## src/rtl/regfile_debug_master.sv

```systemverilog
// Debug host port that stalls the core and reads, writes, bit-sets or bit-clears one register file entry.
// Optional HOLD timeout enabled by defining DBG_TIMEOUT_EN.
`ifndef DATA_WIDTH
`define DATA_WIDTH 8
`endif

module regfile_debug_master #(
  parameter int TIMEOUT_CYCLES = 255
) (
  input  logic                   clk,
  input  logic                   rst,
  input  logic                   cmdValid,
  output logic                   cmdReady,
  input  logic [1:0]             cmdOp,
  input  logic [4:0]             cmdAddr,
  input  logic [`DATA_WIDTH-1:0] cmdData,
  output logic                   rspValid,
  input  logic                   rspReady,
  output logic [`DATA_WIDTH-1:0] rspData,
  output logic                   rspErr,
  output logic                   holdReq,
  input  logic                   holdAck,
  output logic [2:0]             writeCommand,
  output logic [4:0]             fileAddr,
  output logic [`DATA_WIDTH-1:0] writeData,
  input  logic [`DATA_WIDTH-1:0] regfileIn
);

  typedef enum logic [2:0] {IDLE, HOLD, READ, WRITE, RESP} state_t;

`ifdef DBG_TIMEOUT_EN
  localparam bit TIMEOUT_EN = 1'b1;
`else
  localparam bit TIMEOUT_EN = 1'b0;
`endif
  localparam logic [7:0] TIMEOUT_LAST = 8'(TIMEOUT_CYCLES - 1);

  state_t                 state_q, state_d;
  logic [1:0]             op_q, op_d;
  logic [4:0]             addr_q, addr_d;
  logic [`DATA_WIDTH-1:0] data_q, data_d;
  logic [`DATA_WIDTH-1:0] rdata_q, rdata_d;
  logic [`DATA_WIDTH-1:0] rsp_data_q, rsp_data_d;
  logic                   rsp_err_q, rsp_err_d;
  logic [7:0]             cnt_q, cnt_d;

  logic [`DATA_WIDTH-1:0] bit_mask;
  logic [`DATA_WIDTH-1:0] wr_value;
  logic                   timeout_hit;

  assign bit_mask    = `DATA_WIDTH'(1) << data_q[2:0];
  assign timeout_hit = TIMEOUT_EN && (cnt_q == TIMEOUT_LAST);

  always_comb begin
    case (op_q)
      2'b10:   wr_value = rdata_q | bit_mask;
      2'b11:   wr_value = rdata_q & ~bit_mask;
      default: wr_value = data_q;
    endcase
  end

  always_ff @(posedge clk or negedge rst) begin
    if (!rst) begin
      state_q    <= IDLE;
      op_q       <= 2'b00;
      addr_q     <= 5'd0;
      data_q     <= '0;
      rdata_q    <= '0;
      rsp_data_q <= '0;
      rsp_err_q  <= 1'b0;
      cnt_q      <= 8'd0;
    end else begin
      state_q    <= state_d;
      op_q       <= op_d;
      addr_q     <= addr_d;
      data_q     <= data_d;
      rdata_q    <= rdata_d;
      rsp_data_q <= rsp_data_d;
      rsp_err_q  <= rsp_err_d;
      cnt_q      <= cnt_d;
    end
  end

  always_comb begin
    state_d      = state_q;
    op_d         = op_q;
    addr_d       = addr_q;
    data_d       = data_q;
    rdata_d      = rdata_q;
    rsp_data_d   = rsp_data_q;
    rsp_err_d    = rsp_err_q;
    cnt_d        = 8'd0;
    cmdReady     = 1'b0;
    rspValid     = 1'b0;
    holdReq      = 1'b0;
    writeCommand = 3'b000;
    fileAddr     = 5'd0;
    writeData    = '0;

    case (state_q)
      IDLE: begin
        cmdReady = 1'b1;
        if (cmdValid) begin
          op_d      = cmdOp;
          addr_d    = cmdAddr;
          data_d    = cmdData;
          rsp_err_d = 1'b0;
          state_d   = HOLD;
        end
      end
      HOLD: begin
        holdReq = 1'b1;
        cnt_d   = cnt_q + 8'd1;
        if (holdAck) begin
          cnt_d   = 8'd0;
          state_d = (op_q == 2'b01) ? WRITE : READ;
        end else if (timeout_hit) begin
          cnt_d      = 8'd0;
          rsp_err_d  = 1'b1;
          rsp_data_d = '0;
          state_d    = RESP;
        end
      end
      READ: begin
        holdReq  = 1'b1;
        fileAddr = addr_q;
        if (!holdAck) begin
          rsp_err_d  = 1'b1;
          rsp_data_d = '0;
          state_d    = RESP;
        end else begin
          rdata_d = regfileIn;
          if (op_q == 2'b00) begin
            rsp_data_d = regfileIn;
            state_d    = RESP;
          end else begin
            state_d = WRITE;
          end
        end
      end
      WRITE: begin
        holdReq   = 1'b1;
        fileAddr  = addr_q;
        writeData = wr_value;
        state_d   = RESP;
        // A core that resumes mid-access must never see a write land.
        if (holdAck) begin
          writeCommand = 3'b010;
          rsp_data_d   = wr_value;
        end else begin
          rsp_err_d  = 1'b1;
          rsp_data_d = '0;
        end
      end
      RESP: begin
        rspValid = 1'b1;
        if (rspReady) state_d = IDLE;
      end
      default: state_d = IDLE;
    endcase
  end

  assign rspData = rsp_data_q;
  assign rspErr  = rsp_err_q;

endmodule
```

## config.mk

```make
export PLATFORM = sky130hd
export DESIGN_NAME = regfile_debug_master
export DESIGN_NICKNAME = d
export VERILOG_FILES = /design/src/rtl/regfile_debug_master.sv
export SDC_FILE = /design/constraint.sdc
export NUM_CORES = 1
export LEC_CHECK = 0
export ABC_AREA = 1
export BUFFER_PORTS_ARGS = -buffer_cell sky130_fd_sc_hd__buf_4
export CORE_MARGIN = 10
export CORE_UTILIZATION = 50
export DETAILED_ROUTE_END_ITERATION = 7
export PLACE_DENSITY = 0.75
export REMOVE_ABC_BUFFERS = 1
export SLEW_MARGIN = 5
export SYNTH_ARGS = -nofsm -noshare
export SYNTH_HDL_FRONTEND = slang
export SYNTH_SLANG_ARGS = --single-unit
export TNS_END_PERCENT = 100
```

## constraint.sdc

```tcl
create_clock -name clk -period 1.4 [get_ports clk]
set_input_delay 0.14 -clock clk [delete_from_list [all_inputs] [get_ports clk]]
set_output_delay 0.14 -clock clk [all_outputs]
set_load 0.05 [all_outputs]
```

-- Yosys cells after proc, flatten, opt, wreduce, memory -nomap -nowiden
Index checks and enable logic that the tools add are counted.
- input port bits: 28
- output and inout bits: 28
- flip-flop bits (word level): 35
- bitwise operators: 3
- equality and inequality tests: 12
- reduce and logical (&&, ||, !) cells: 11
- shift operators: 1
- muxes and demuxes: 22
- operator list (cell ; count):
    8-bit two-way mux ; 4
    8-bit case mux with 2 select lines ; 2
    3-bit two-way mux ; 5
    3-bit case mux with 5 select lines ; 1
    8-bit bitwise AND ; 1
    2-bit != test (second input constant) ; 4
    8-bit inverter ; 1
    8-bit OR ; 1
    1-bit by 3-bit left shift with 8-bit output (first input constant) ; 1
    3-bit by 2-bit == test with 1-bit output (second input constant) ; 2
    1-bit two-way mux ; 6
    2-bit AND reduction ; 3
    3-bit AND reduction ; 2
    5-bit two-way mux ; 1
    2-bit == test (second input constant) ; 2
    2-bit two-way mux ; 2
    2-bit nonzero test ; 2
    3-bit by 1-bit == test with 1-bit output (second input constant) ; 1
    3-bit == test (second input constant) ; 1
    3-bit logical NOT ; 1
    3-bit != test (second input constant) ; 1
    3-bit OR reduction ; 1
    2-bit by 1-bit == test with 1-bit output (second input constant) ; 1
    2-bit logical NOT ; 1
    other kinds (2) ; 2

-- Logic depth before layout (Yosys ltp)
- word-level depth: 6
- mapped depth: 9
- depth with buffers taken out: 8

-- Worst setup path after synthesis
OpenSTA, ideal clock, no wires.
- path type: reg2out
- start point: register state_q[2]
- end point: output writeCommand[1]
- path slack: -0.223 ns
- cell stages (with the launch flop): 5
- arrival: 1.483 ns
- path buffers: 1
- data required time: 1.260 ns
- cell sequence: dfrtp_1 > nor2_4 > nand2_4 > buf_6 > nor2_1
- longest elaborated chain between the ends: 2
- RTL lines (item ; RTL line ; text):
    start: declaration ; 38 ; state_t state_q, state_d;
    start signal: assignment ; 73 ; state_q <= state_d;
    3-bit by 2-bit == test with 1-bit output ; 100 ; case (state_q)
    2-bit two-way mux ; 100 ;
    end: declaration ; 23 ; output logic [2:0] writeCommand,
Every way passes these cells.

-- Worst setup path in the final report
Ends and elaborated chain as after synthesis.

==> results.ini <==
[logic_synthesis]
seq_area_frac_synth=0.466
synth_common_cells=113 x nand2_1, 35 x dfrtp_1, 24 x inv_1, 19 x nand3_1, 19 x nor2_1
postSynth.asyncResetShare=1.00
syn-instance-count=260
synth.distinct_cells=21
ys_warn_count=0
synth_area_leader_cell=dfrtp_1
syn_area_mm2=0.00188
synth-seq-cells=35
synth_edf_count=0
synth_top_flop_cell=dfrtp_1
ys_top_cells_by_area=dfrtp_1 47%, nand2_1 23%, nand3_1 5.1%, inv_1 4.8%, nor2_1 3.8%
syn_avg_cell_area_um2=7.22
yosysMostFrequentCell=nand2_1
netlist.area_leader.share=0.466

[detailed_routing]
antenna_left=0
drt_iter0_drc=146
wl_per_cell_um=14.6
viasPerCell=5.02
dr.pass1.iters=4
via_count=1964
post-route-drc-count=0
drt_wl_total_um=5710

[critical_path]
r2r_start=state_q[2]
cp_max_fo=7
crit_family=flip-flops
critical_path_buf_inv_count=3
cp-start-kind=flop
critPathKind=flop to primary output
cp.arrival_ps=1470
r2r_cells=10
cpPeakStageDelay_ps=410
cp_slowest_cell=dfrtp_1
cp_data_required_time_ps=1260
cp_cell_sequence=nor2_4 -> buf_6 -> buf_6 -> nand2_8 -> nor2_4 -> buf_8
worstSetupEndpointType=primary output
r2r_end=rspData[6]
rrSetupSlack_ps=-100

[timing]
rsz0062_at_grt=true
fin_crit_ps=1610
slew_violations=0
final_hold_viol_count=0
period_share=1.15
skew_ps=2.58
fin_ws_ps=-214
final-setup-viol-count=31
fmax_mhz=620

[final_layout]
nNetsFinal=371
area_growth_pct=54.3
final_area_mm2=0.00290
drive_above_1_share=0.394
num-fill-cells=259
diodes=0

[worst_hold_path]
hold_class=input port to flop
hp-start=cmdData[6]
hold_path_end=data_q[6]
hold_depth=3

[global_route]
antenna_found_initial=0
grt_usage=0.167
gr-total-overflow=0
grt_pass1_wl_um=8670
grt_max_degree=36
grt_pass1_vias=1847

[clock_tree]
root_buffer=clkbuf_8
cts_tree=built
cts_buffers=5
htree_levels=2
clock_sinks=35
clk_pin_slew_ps=70
cts_buffer_depth=2
clock_latency_ps=290

[floorplanning]
rows=22
fp.dieArea_mm2=0.00661
floorplan.initialDensity=0.517
die_h_um=81.3
ios=56
die_width_um=81.3
coreArea_mm2=0.00363

[placed_design]
place.gp.congestion=0.805
port_buffers=53
dp_hpwl_um=3660
dpl_cell_area_mm2=0.00235
place_ws_ps=38.0

[power]
clockPowerShare=0.126
combPwrFrac=0.612
p_leak_uw=0.00154
power.switching_uw=3430
internal_power_uw=3610
power.density_mw_per_mm2=2430
peakVddDrop_mv=1.17
seqPwrFrac=0.261
p_sw_frac=0.488

[job]
max_cap_viol_count=0

[outcome]
status=complete, but fails checks
violations=negative setup slack

-- repair_timing --
item | CTS | global route
endpoints found under the hold margin | 35 | 0
endpoints found under the setup margin | 16 | 46
resized for setup | 49 | 35
setup buffers | 14 | 7
hold buffers | 1 | 0
gates cloned | 1 | 0
pin swaps | 9 | 20
-- how the worst max path moves through the flow --
stage | from | end | slack [ps] | depth (start not counted)
5_1_grt | state_q[2] | writeData[5] | -270 | 6
3_3_place_gp | state_q[2] | writeData[0] | 90 | 6
4_1_cts | state_q[1] | writeData[5] | -180 | 7
3_5_place_dp | state_q[2] | writeData[0] | 40 | 6
6_report | state_q[2] | writeCommand[1] | -210 | 6
2_1_floorplan | state_q[2] | writeCommand[1] | -140 | 3
-- power by group through the flow --
| stage | sequential (µW) | combinational (µW) | clock (µW) |
|---|---|---|---|
| final | 1840 | 4310 | 889 |
| after CTS | 1790 | 4020 | 895 |
| after global routing | 1900 | 4620 | 940 |
| after global placement | 1770 | 3370 | 0 |
| after floorplan | 2280 | 1790 | 0 |
| after detailed placement | 1780 | 3410 | 0 |
-- worst register-to-register path, stage by stage, from the launching register on --
cell	delay [ps]
dfrtp_1	410
nor2_4	210
buf_6	140
buf_6	110
nand2_8	70
buf_4	140
buf_6	110
nand2_2	70
nand2_2	40
nand2_1	60
nand2_1	50
-- per-stage QoR --
stage               power, µW  hold slack [ps]  TNS [ps]  instances  utilization
global route             7460             47.7     -5500        391        0.798
finish                   7040             39.2     -3430        391        0.798
CTS                      6710             40.1     -2060        387        0.761
floorplan                4070             -156      -763        252            -
global placement         5140              119         0        364        0.648
detailed placement       5190              116         0        364        0.648
-- cell usage in the layout, fill, tap and decap left out, types with 7 or more instances in the layout --
master,instances
nor2_1,9
o21ai_0,7
inv_2,7
nor2_4,11
inv_1,19
dfrtp_1,32
nand3_1,19
buf_4,55
nand2_2,7
buf_6,21
nand2_1,105
-- cells by family (layout without fill, tap and decap cells) --
kind of cell / after synthesis / after routing / share of synthesized area
simple gates: 168 / 169 / 0.388
buf+inv: 39 / 120 / 0.0979
flops: 35 / 35 / 0.466
compound gates: 17 / 17 / 0.0453
other cells: 1 / 2 / 0.00200
-- routing by layer --
metal,vias to the layer above,wire (µm),track usage
li1,966,-,-
met1,928,2270,0.199
met2,64,2950,0.281
met3,6,406,0.0552
met4,0,80,0.0467
met5,-,0,0
-- sequential cells by signal, indices dropped and copies added (netlist names) --
signal   count
rdata_q      8
data_q       8
op_q         2
addr_q       5
rspErr       1
rspData      8
state_q      3
-- layout make-up --
cell class | instances | area (µm²) | area share
Multi-Input combinational cell | 188 | 976 | 0.337
Clock buffer | 6 | 72.6 | 0.0250
Inverter | 30 | 130 | 0.0449
Tap cell | 48 | 60.1 | 0.0207
Timing Repair Buffer | 83 | 749 | 0.259
Sequential cell | 35 | 880 | 0.304
Clock inverter | 1 | 30.0 | 0.0104
No activity file was read; power rests on OpenSTA's default activity.
